===== src/rtl/credit_counter_pkg.sv =====
// Shared widths and default sizing for the credit counter and its release popcount.
package credit_counter_pkg;

    localparam int DEPTH_DEF       = 16;
    localparam int ALLOC_WIDTH_DEF = 4;
    localparam int REL_WIDTH_DEF   = 4;

    localparam int CNT_W     = $clog2(DEPTH_DEF + 1);
    localparam int ALLOC_W   = $clog2(ALLOC_WIDTH_DEF + 1);
    localparam int REL_CNT_W = $clog2(REL_WIDTH_DEF + 1);
    localparam int SUM_W     = $clog2(DEPTH_DEF + ALLOC_WIDTH_DEF + REL_WIDTH_DEF + 1);

    typedef logic [CNT_W-1:0]     credit_cnt_t;
    typedef logic [ALLOC_W-1:0]   alloc_cnt_t;
    typedef logic [REL_CNT_W-1:0] rel_cnt_t;

endpackage


===== src/rtl/credit_counter_bit_counter.sv =====
// Combinational popcount of a lane mask.
module bit_counter
    import credit_counter_pkg::*;
#(
    parameter int DATA_WIDTH = REL_WIDTH_DEF
) (
    input  logic [DATA_WIDTH-1:0]         i_data,
    output logic [$clog2(DATA_WIDTH+1)-1:0] o_count
);

    localparam int OW = $clog2(DATA_WIDTH + 1);

    always_comb begin
        o_count = '0;
        for (int i = 0; i < DATA_WIDTH; i++) begin
            o_count = o_count + OW'(i_data[i]);
        end
    end

endmodule


===== src/rtl/credit_counter.sv =====
// Free-credit tracker for a DEPTH-slot queue: gated allocation, popcounted releases
// applied one cycle late through rel_pend, sticky overflow detection.
module credit_counter
    import credit_counter_pkg::*;
#(
    parameter int DEPTH       = DEPTH_DEF,
    parameter int ALLOC_WIDTH = ALLOC_WIDTH_DEF,
    parameter int REL_WIDTH   = REL_WIDTH_DEF
) (
    input  logic                             clk_i,
    input  logic                             rst_i,
    input  logic                             flush_i,
    input  logic                             alloc_valid_i,
    input  logic [$clog2(ALLOC_WIDTH+1)-1:0] alloc_cnt_i,
    output logic                             alloc_ready_o,
    input  logic [REL_WIDTH-1:0]             release_i,
    output logic [$clog2(DEPTH+1)-1:0]       free_cnt_o,
    output logic                             full_o,
    output logic                             empty_o,
    output logic                             overflow_err_o
);

    localparam int CW = $clog2(DEPTH + 1);
    localparam int RW = $clog2(REL_WIDTH + 1);
    localparam int SW = $clog2(DEPTH + ALLOC_WIDTH + REL_WIDTH + 1);

    logic [CW-1:0] r_free_cnt;
    logic [RW-1:0] r_rel_pend;
    logic          r_overflow_err;

    logic [RW-1:0] w_rel_cnt;
    logic [SW-1:0] w_alloc_ext;
    logic [SW-1:0] w_free_ext;
    logic [SW-1:0] w_pend_ext;
    logic [SW-1:0] w_next;
    logic          w_fire;

    bit_counter #(.DATA_WIDTH(REL_WIDTH)) u_rel_popcnt (
        .i_data  (release_i),
        .o_count (w_rel_cnt)
    );

    // Wide sum so an over-release is seen as > DEPTH instead of wrapping.
    always_comb begin
        w_alloc_ext   = SW'(alloc_cnt_i);
        w_free_ext    = SW'(r_free_cnt);
        w_pend_ext    = SW'(r_rel_pend);
        alloc_ready_o = !flush_i
                        && (w_alloc_ext <= SW'(ALLOC_WIDTH))
                        && (w_alloc_ext <= w_free_ext);
        w_fire        = alloc_valid_i && alloc_ready_o;
        w_next        = w_free_ext - (w_fire ? w_alloc_ext : '0) + w_pend_ext;
    end

    always_ff @(posedge clk_i) begin
        if (rst_i) begin
            r_free_cnt     <= CW'(DEPTH);
            r_rel_pend     <= '0;
            r_overflow_err <= 1'b0;
        end else if (flush_i) begin
            r_free_cnt <= CW'(DEPTH);
            r_rel_pend <= '0;
        end else begin
            r_rel_pend <= w_rel_cnt;
            if (w_next > SW'(DEPTH)) begin
                r_free_cnt     <= CW'(DEPTH);
                r_overflow_err <= 1'b1;
            end else begin
                r_free_cnt <= w_next[CW-1:0];
            end
        end
    end

    assign free_cnt_o     = r_free_cnt;
    assign full_o         = (r_free_cnt == '0);
    assign empty_o        = (r_free_cnt == CW'(DEPTH)) && (r_rel_pend == '0);
    assign overflow_err_o = r_overflow_err;

endmodule


===== config.mk =====
export PLATFORM = sky130hd
export DESIGN_NAME = credit_counter
export DESIGN_NICKNAME = d
export VERILOG_FILES = /design/src/rtl/credit_counter_pkg.sv /design/src/rtl/credit_counter_bit_counter.sv /design/src/rtl/credit_counter.sv
export SDC_FILE = /design/constraint.sdc
export NUM_CORES = 1
export LEC_CHECK = 0
export ABC_AREA = 1
export BUFFER_PORTS_ARGS = -buffer_cell sky130_fd_sc_hd__buf_2
export CAP_MARGIN = 20
export CORE_UTILIZATION = 50
export DETAILED_ROUTE_END_ITERATION = 10
export PLACE_DENSITY = 0.82
export RECOVER_POWER = 50
export SYNTH_ARGS = -nofsm -noshare
export SYNTH_HDL_FRONTEND = slang
export SYNTH_SLANG_ARGS = --single-unit

===== constraint.sdc =====
create_clock -name clk_i -period 3.4 [get_ports clk_i]
set_input_delay 0.17 -clock clk_i [delete_from_list [all_inputs] [get_ports clk_i]]
set_output_delay 0.17 -clock clk_i [all_outputs]
set_load 0.02 [all_outputs]

==> run metrics <==
fin crit share=between 80 and 90%; Top Family by Delay on Critical Path=adder cells; clock-pin slew on the worst setup and hold paths=around 0.060 ns; H-tree depth=1; CP Cell Sequence=inv_1 > ha_1 > a21oi_1 > o21ai_1 > nand3_1 > nand3_1 > nor2_1 > fa_1 > fa_1 > nand2_1 > nor2_4 > nand3_2 > nand2_2 > nand2_2 > nor2_1; first-pass GRT wire length=roughly 2300 um; clock latency at the later pin of the worst-skew pair=between 0.2 and 0.3 ns; top area cells in the synthesized netlist=dfxtp_1 24%, ha_1 18%, inv_1 13%; Synth Register Bits=9; CP startpoint=free_cnt_o[2]$_SDFF_PP0_; setup repair bufs after CTS=0; drt total wl=between 1500 and 2000 um; Layout area overhead=17.6%; synth warn=0; Rel. slew slack=between 80 and 90%; Mapped Nets=approximately 130; slowest stage delay, CP=0.58 ns; # port buffers=19; Synth top area share=about a quarter; final instance area=885 um^2; worst-case clock buffer depth=2; dpl ws=0.489 ns; Slowest-stage cell, CP=fa_1; initial DRC count=15; root buffer cell=clkbuf_4; Crit Path Max Fanout=3; CP Buf/Inv Count=1; CTS tree=built; # diodes=0; routed len/inst=about 11 um; Worst R2R Start=free_cnt_o[2]$_SDFF_PP0_; commonest non-fill, non-tap cell in the layout=inv_1; chip width=approximately 41 um; routed vias=approximately 680; final worst slack=approximately 0.46 ns; via/cell ratio=4.84; Final nets=approximately 150; Fin Setup TNS=0 ns; Worst EP required=3.61 ns; total track usage=roughly 22%; Power Density=around 600 nW/um^2; share of cells above drive strength 1=between 15 and 20%; Routed Antenna Nets=0; Rows=13; hold crit path type=in -> reg; synthesized instance count=103; startpoint types=flop; CP Capture Type=flop; die area=approximately 1700 um^2; static power due to leakage=between 0.0004 and 0.0005 uW; Slew Viols, Final=0; Worst Hold Launch=rst_i; DRT Pass-1 Iters=4; crit path DAT=~3.1 ns; synth unique cells=17; Post-DP Area=approximately 870 um^2; DRC Markers=0; Final GP Congestion=around 0.85; post-cts resize count=0; largest net degree at the start of global routing=6; clock sinks=9; CTS Buf Count=3; number of global-route vias before repair=between 500 and 600; Max Clock Skew=0.000773 ns; average size of a mapped cell=roughly 7.3 um^2; setup violators final=0; I/O pins=20; grt ovf=0; # Max-Cap Violations=0; fmax=roughly 0.34 GHz; Post-CTS Hold Buffers=0; Final min period=between 2 and 3 ns; Syn Std Cell Area=roughly 750 um^2; sequential area share after synthesis=a little under a quarter; unrepaired setup endpoints after global routing=false; commonest non-fill, non-tap cells in the layout=26 x inv_1, 15 x nor2_1, 13 x buf_2; Initial Utilization=a little under three fifths; VDD IR max=between 400 and 500 uV; Hold Vio Cnt, Final=0; critical path class=reg -> reg; core area=around 1400 um^2; Yosys top cell by area=dfxtp_1; Die Height=about 41 um; status=complete, no violations; DP HPWL=1310 um; initial antenna violation count=0; Slew @ Worst Pin=0.271 ns
==> worst reg2reg max path, cell delays in order (launching register included) <==
cell and delay [ns]:
dfxtp_1 0.34, inv_1 0.09, ha_1 0.32, a21oi_1 0.14, o21ai_1 0.07, nand3_1 0.07, nand3_1 0.13, nor2_1 0.14
fa_1 0.48, fa_1 0.58, nand2_1 0.10, nor2_4 0.12, nand3_2 0.09, nand2_2 0.07, nand2_2 0.06, nor2_1 0.09
==> final cells by class <==
class                   instances  area, um^2
multi-input cells              66         467
fillers                       121         465
flip-flops and latches          9         180
inverters                      28         105
repair buffers                 19        87.6
clock buffers                   4        26.3
well taps                      15        18.8
==> Yosys cell counts <==
cell type / count
inv_2: 2
nand3b_1: 1
o21ai_1: 2
ha_1: 11
fa_1: 4
nand3_2: 1
nand2_2: 5
and2_1: 1
inv_1: 26
a21oi_1: 5
nor2_1: 15
nand4_1: 1
nor2_4: 1
dfxtp_1: 9
nand3_1: 10
nand2_1: 8
nor3_1: 1
==> metal layers <==
layer / global-route usage [%] / vias up / share of wire (%)
li1: - / 361 / -
met1: 23.5 / 298 / 43
met2: 39.1 / 16 / 52
met3: 4.89 / 7 / 3.2
met4: 10.0 / 0 / 2.4
met5: 0 / - / 0
==> per-stage QoR <==
step           hold WS (ns)  util, %  instances  total power, uW
2_1_floorplan         0.256        -        103              374
6_report             0.0915     65.5        141              527
3_3_place_gp          0.358     64.1        137              438
3_5_place_dp          0.368     64.1        137              449
5_1_grt              0.0927     65.5        141              574
4_1_cts              0.0895     66.1        141              534
==> registers in the layout, indices dropped and copies added, names as in the netlist <==
name,flops
r_rel_pend,3
overflow_err_o,1
free_cnt_o,5
==> where the power goes <==
group | switching (uW) | internal (uW) | leakage (uW)
Sequential | 11.3 | 124 | 0.0000735
Combinational | 196 | 113 | 0.000387
Clock | 38.0 | 45.3 | 0.0000150
==> logic make-up after synthesis <==
family	count (synthesis)	synth area share, %
buffers and inverters	28	14.0
flip-flops	9	24.0
AND/OR/NAND/NOR	44	28.5
AO/OA/AOI/OAI	7	4.66
adder cells (fa/ha/maj)	15	29.0
==> worst paths after layout <==
kind	endpoint	slack (ns)	cells after the start
worst max-delay path	free_cnt_o[2]$_SDFF_PP0_	0.46	15
worst min-delay path	overflow_err_o$_SDFFE_PP0P_	0.09	2
worst max register to register	free_cnt_o[2]$_SDFF_PP0_	0.46	15
worst min register to register	overflow_err_o$_SDFFE_PP0P_	0.46	2
Power figures use the tool's default switching activity.
